**src/rtl/nfca_rx_bitparser.sv**
```systemverilog
// ISO14443A PICC-to-PCD bit parser: half-bit window classification, S detection, Manchester decode.
// Optional frame length limit enabled by defining NFCA_RX_MAXLEN_EN.
module nfca_rx_bitparser #(
  parameter int HB       = 12,
  parameter int ONE_TH   = 3,
  parameter int ZERO_TH  = 1,
  parameter int CW       = 12,
  parameter int MAX_BITS = 4095
) (
  input  logic          clk,
  input  logic          rstn,
  input  logic          rx_on,
  input  logic          rx_ask_en,
  input  logic          rx_ask,
  output logic          rx_bit_en,
  output logic          rx_bit,
  output logic          rx_end,
  output logic          rx_end_col,
  output logic          rx_end_err,
  output logic [CW-1:0] rx_bit_cnt
);

  localparam int HW = 4 * HB;
  localparam int PW = $clog2(2 * HB);
  localparam int SW = $clog2(HB + 1);
  localparam logic [PW-1:0] PH_LAST = PW'(2 * HB - 1);

  localparam logic [1:0] S_IDLE  = 2'd0;
  localparam logic [1:0] S_PARSE = 2'd1;
  localparam logic [1:0] S_STOP  = 2'd2;

`ifdef NFCA_RX_MAXLEN_EN
  localparam logic [CW-1:0] CNT_MAX = CW'(MAX_BITS);
`else
  localparam logic [CW-1:0] CNT_SAT = '1;
`endif

  generate
    if (ZERO_TH >= ONE_TH || ONE_TH > HB || MAX_BITS > 2**CW - 1) begin : g_bad_params
      $error("nfca_rx_bitparser: inconsistent parameters");
    end
  endgenerate

  logic [HW-1:0] r_hist;
  logic [3:0]    r_one;
  logic [3:0]    r_zero;
  logic [1:0]    r_state;
  logic [PW-1:0] r_phase;
  logic [CW-1:0] r_cnt;
  logic          r_bit_en;
  logic          r_bit;
  logic          r_end;
  logic          r_col;
  logic          r_err;

  logic [3:0]    w_one_next;
  logic [3:0]    w_zero_next;
  logic          w_noise;
  logic          w_sof;
  logic          w_active;

  // Window 0 holds the newest HB samples (low bits of the history).
  genvar gi;
  generate
    for (gi = 0; gi < 4; gi++) begin : g_win
      logic [SW-1:0] w_sum;
      always_comb begin
        w_sum = '0;
        for (int i = 0; i < HB; i++) begin
          w_sum = w_sum + SW'(r_hist[gi*HB + i]);
        end
      end
      assign w_one_next[gi]  = (w_sum >= SW'(ONE_TH));
      assign w_zero_next[gi] = (w_sum <= SW'(ZERO_TH));
    end
  endgenerate

  // A window that is neither loaded nor unloaded is ambiguous.
  assign w_noise  = |(r_one ~^ r_zero);
  assign w_sof    = (r_one == 4'b0010) && (r_zero == 4'b1101);
  assign w_active = rx_ask_en && (r_state != S_STOP);

  always_ff @(posedge clk or negedge rstn) begin
    if (!rstn) begin
      r_hist <= '0;
      r_one  <= '0;
      r_zero <= '0;
    end else if (!rx_on) begin
      r_hist <= '0;
      r_one  <= '0;
      r_zero <= '0;
    end else if (w_active) begin
      r_one  <= w_one_next;
      r_zero <= w_zero_next;
      r_hist <= {r_hist[HW-2:0], rx_ask};
    end
  end

  always_ff @(posedge clk or negedge rstn) begin
    if (!rstn) begin
      r_state  <= S_IDLE;
      r_phase  <= '0;
      r_cnt    <= '0;
      r_bit_en <= 1'b0;
      r_bit    <= 1'b0;
      r_end    <= 1'b0;
      r_col    <= 1'b0;
      r_err    <= 1'b0;
    end else begin
      r_bit_en <= 1'b0;
      r_bit    <= 1'b0;
      r_end    <= 1'b0;
      r_col    <= 1'b0;
      r_err    <= 1'b0;
      if (!rx_on) begin
        r_state <= S_IDLE;
        r_phase <= '0;
        r_cnt   <= '0;
      end else if (rx_ask_en) begin
        case (r_state)
          S_IDLE: begin
            r_phase <= '0;
            if (w_sof) begin
              r_state <= S_PARSE;
            end
          end
          S_PARSE: begin
            if (r_phase == PH_LAST) begin
              r_phase <= '0;
              if (w_noise) begin
                r_end   <= 1'b1;
                r_err   <= 1'b1;
                r_state <= S_STOP;
              end else if (r_one[1:0] == 2'b00) begin
                r_end   <= 1'b1;
                r_state <= S_STOP;
              end else if (r_one[1:0] == 2'b11) begin
                r_end   <= 1'b1;
                r_col   <= 1'b1;
                r_state <= S_STOP;
              end else begin
`ifdef NFCA_RX_MAXLEN_EN
                if (r_cnt >= CNT_MAX) begin
                  r_end   <= 1'b1;
                  r_err   <= 1'b1;
                  r_state <= S_STOP;
                end else begin
                  r_bit_en <= 1'b1;
                  r_bit    <= r_one[1];
                  r_cnt    <= r_cnt + 1'b1;
                end
`else
                r_bit_en <= 1'b1;
                r_bit    <= r_one[1];
                if (r_cnt != CNT_SAT) begin
                  r_cnt <= r_cnt + 1'b1;
                end
`endif
              end
            end else begin
              r_phase <= r_phase + 1'b1;
            end
          end
          S_STOP: begin
            r_state <= S_STOP;
          end
          default: begin
            r_state <= S_IDLE;
          end
        endcase
      end
    end
  end

  assign rx_bit_en  = r_bit_en;
  assign rx_bit     = r_bit;
  assign rx_end     = r_end;
  assign rx_end_col = r_col;
  assign rx_end_err = r_err;
  assign rx_bit_cnt = r_cnt;

endmodule
```
**config.mk**
```make
export PLATFORM = sky130hd
export DESIGN_NAME = nfca_rx_bitparser
export DESIGN_NICKNAME = d
export VERILOG_FILES = /design/src/rtl/nfca_rx_bitparser.sv
export SDC_FILE = /design/constraint.sdc
export NUM_CORES = 1
export LEC_CHECK = 0
export CAP_MARGIN = 25
export CORE_AREA = 2 2 87 89
export DETAILED_ROUTE_END_ITERATION = 7
export DIE_AREA = 0 0 89 91
export DONT_BUFFER_PORTS = 1
export PLACE_DENSITY_LB_ADDON = 0.2
export SETUP_SLACK_MARGIN = 0.15
export SLEW_MARGIN = 30
export SYNTH_ARGS = -nofsm -noshare
export SYNTH_HDL_FRONTEND = slang
export SYNTH_SLANG_ARGS = --single-unit
```
**constraint.sdc**
```tcl
create_clock -name clk -period 9.3 [get_ports clk]
set_clock_uncertainty 0.05 [all_clocks]
set_input_delay 1.86 -clock clk [delete_from_list [all_inputs] [get_ports clk]]
set_output_delay 1.86 -clock clk [all_outputs]
set_load 0.02 [all_outputs]
```
==> metrics.md <==
| Metric | Value |
|---|---|
| Synth top area share | 0.4400 |
| Synth async-reset ratio | 1.000 |
| Most instantiated library cell after synthesis | dfrtp_1 |
| Global Route Usage Sum | 0.2104 |
| Count of different cell masters after synthesis | between 40 and 50 |
| Synth area leaders | dfrtp_1, fa_1, a22o_1 |
| Critical path class | reg2reg |
| Crit-path cells | fa_1 -> inv_1 -> fa_1 -> fa_1 -> fa_1 -> inv_1 -> ha_1 -> fa_1 -> or2_2 -> a21oi_1 -> nand2_1 -> a22o_1 |
| Yosys top cell by area | dfrtp_1 |
| DR vias | 2907 |
| Avg Cell Area, Syn | 11.15 um2 |
| GRT Residual Overflow | 0 |
| Io pins | 22 |
| #FFs+latches synth | 80 |
| First-pass GRT wire length | 13340 um |
| Drt pass-1 iters | 4 |
| Cell repeated most along the worst path | fa_1 |
| Post-Synthesis Net Count | 466 |
| Max Buffers Root-to-Sink | 2 |
| Initial Utilization | 0.6374 |
| Max Slew Vio Count | 0 |
| Clock Tree Root | clkbuf_8 |
| Crit end category | flop |
| Row count | 31 |
| Reg clk slew, reported paths | approximately 80 ps |
| Max Cap Violations | 0 |
| Max-slew headroom | 0.5938 |
| Outcome | completed |
| Most frequent cells after synthesis | dfrtp_1, inv_1, a22o_1 |
| Initial antenna violation count | 0 |
| CTS buffer count | 9 |
| Worst slew pin tran | between 600 and 700 ps |
| # port buffers | 0 |
| ANT cells | 0 |
| Vias/cell | about 5.7 |
| Worst-path fanout max | 3 |
| Post-layout min period | 3975 ps |
| HP Class | reg2reg |
| DR top layer | met4 |
| Number of enable-type register cells in the synthesized netlist | 0 |
| DRT Wirelength | approximately 7400 um |
| Clk Latency, worst-skew pair | between 300 and 400 ps |
| H-tree depth reported by CTS | 3 |
| Initial drt markers | between 150 and 200 |
| Setup TNS | 0 ps |
| Syn Inst Count | slightly above 400 |
| Synth Cell Area | 4549 um2 |
| GPL Wtd Cong | 0.7932 |
| Layout cells sized above 1 | 0.08068 |
| Met2 WL | about 3600 um |
| RSZ-0062 raised after global routing | no |
| Fmax achieved | approximately 250 MHz |
| Register area share after synthesis | 0.4400 |
| Length of routed wiring on met1 | 3375 um |
| Die Y | around 91 um |
| Final HPWL from detailed placement | 4956 um |
| Final hold violation count | 0 |
| Ys Warns | 0 |
| Crit path max-delay cell type | fa_1 |
| Filler cell count | 557 |
| Final setup viols | 0 |
| P_leak | 2.366 nW |
| Biggest cell delay along the critical path | approximately 540 ps |
| DR WL met3 | approximately 260 um |
| Total chip power | 698.0 uW |
| Placeable Area | approximately 7100 um2 |
| Fin crit share | 0.4274 |
| CTS sink cnt | 80 |
| CTS tree | built |
| Buffers plus inverters on the worst setup path | 2 |
| Post-cts sizing count | 0 |
| Syn-to-layout area delta | 6.271% |
| DIE AREA | 8099 um2 |
| Number of global-route vias before repair | roughly 2.9k |
| Final nets | between 400 and 500 |
| Ys flop type | dfrtp_1 |
| Wirelength per Cell | between 10 and 15 um |
| Critical Path AT | 4160 ps |
| Die W | a little under 90 um |
| Post-CTS setup buffers | 0 |
| Worst EP required | 9490 ps |
| Power Dens Cells | around 140 nW/um2 |
| Max IR drop VDD | between 0.08 and 0.09 mV |
| Final ANT Viol Nets | 0 |
| Startpoint Class | flop |
| Drc violations | 0 |
| Largest net degree at the start of global routing | 81 |
| CP top delay family | adder cells |
| Post-CTS Hold Buffers | 0 |
[power by group]
group	internal [mW]	total, mW	switching, mW
registers	0.357	0.366	0.00912
clock network	0.139	0.260	0.121
logic	0.0247	0.0722	0.0475
total	0.520	0.698	0.178
[path summary, 6_finish.rpt]
check	start	to	slack (ps)	cells past startpoint
worst max-delay path	r_hist[36]$_DFFE_PN0P_	r_one[3]$_DFFE_PN0P_	5320	12
worst min-delay path	r_phase[4]$_DFFE_PN0P_	r_phase[4]$_DFFE_PN0P_	440	1
worst max register to register	r_hist[36]$_DFFE_PN0P_	r_one[3]$_DFFE_PN0P_	5320	12
worst min register to register	r_phase[4]$_DFFE_PN0P_	r_phase[4]$_DFFE_PN0P_	440	1
max in group asynchronous	rstn	r_hist[38]$_DFFE_PN0P_	7920	0
min in group asynchronous	rstn	rx_bit_cnt[9]$_DFFE_PN0P_	1160	0
[sequential cells by signal, summed over array words and instances, names as in the netlist]
signal      flops
r_hist         48
r_one           4
r_phase         5
r_state         2
r_zero          4
rx_bit          1
rx_bit_cnt     12
rx_bit_en       1
rx_end          1
rx_end_col      1
rx_end_err      1
[kinds of logic (layout without fill, tap and decap cells)]
group | count (synthesis) | count (layout) | synth area share
simple gates | 89 | 89 | 0.1169
compound gates | 82 | 82 | 0.1449
xor+xnor | 10 | 10 | 0.01925
mux | 5 | 5 | 0.01128
fa+ha+maj | 53 | 53 | 0.1920
buf+inv | 89 | 90 | 0.07563
flops | 80 | 80 | 0.4400
[layer usage]
layer / track usage / vias to the layer above
li1: - / 1381
met1: 0.2865 / 1468
met2: 0.3383 / 46
met3: 0.04818 / 12
met4: 0.06095 / 0
met5: 0 / -
[area by class of cell]
type	count	area [um2]	area share
Tap cell	99	123.9	0.02562
Inverter	73	274.0	0.05668
Clock inverter	4	52.55	0.01087
Timing Repair Buffer	1	7.507	0.001553
Clock buffer	12	155.1	0.03209
Sequential cell	80	2002	0.4141
Multi-Input combinational cell	239	2220	0.4591
[metrics by stage]
| step | hold WS, ps | cells | setup slack (ps) | instance area [um2] | utilization |
|---|---|---|---|---|---|
| 3_3_place_gp | 415.2 | 492 | 5418 | 4623 | 0.6478 |
| 2_1_floorplan | 395.4 | 408 | 5462 | 4549 | - |
| 6_report | 437.5 | 508 | 5325 | 4835 | 0.6774 |
| 4_1_cts | 437.4 | 508 | 5305 | 4831 | 0.6769 |
| 5_1_grt | 449.9 | 508 | 5140 | 4835 | 0.6774 |
| 3_5_place_dp | 425.9 | 492 | 5311 | 4623 | 0.6478 |
[cells in the final DEF (no fill, tap or decap), types with 2 or more instances in the layout]
master,instances
a32o_1,4
fa_1,28
nor2_1,8
and3_1,3
or2_2,5
o21ai_0,8
nand2b_1,4
ha_1,25
nor4_2,4
o211ai_1,2
a21oi_1,10
clkinvlp_4,3
dfrtp_1,80
mux2i_1,4
xor2_1,9
nand2_1,24
inv_1,73
and2_1,10
nand3_1,13
clkbuf_8,11
a22o_1,53
nor4b_1,2
nand4_1,5
nor3_1,2
Power figures use the tool's default switching activity.
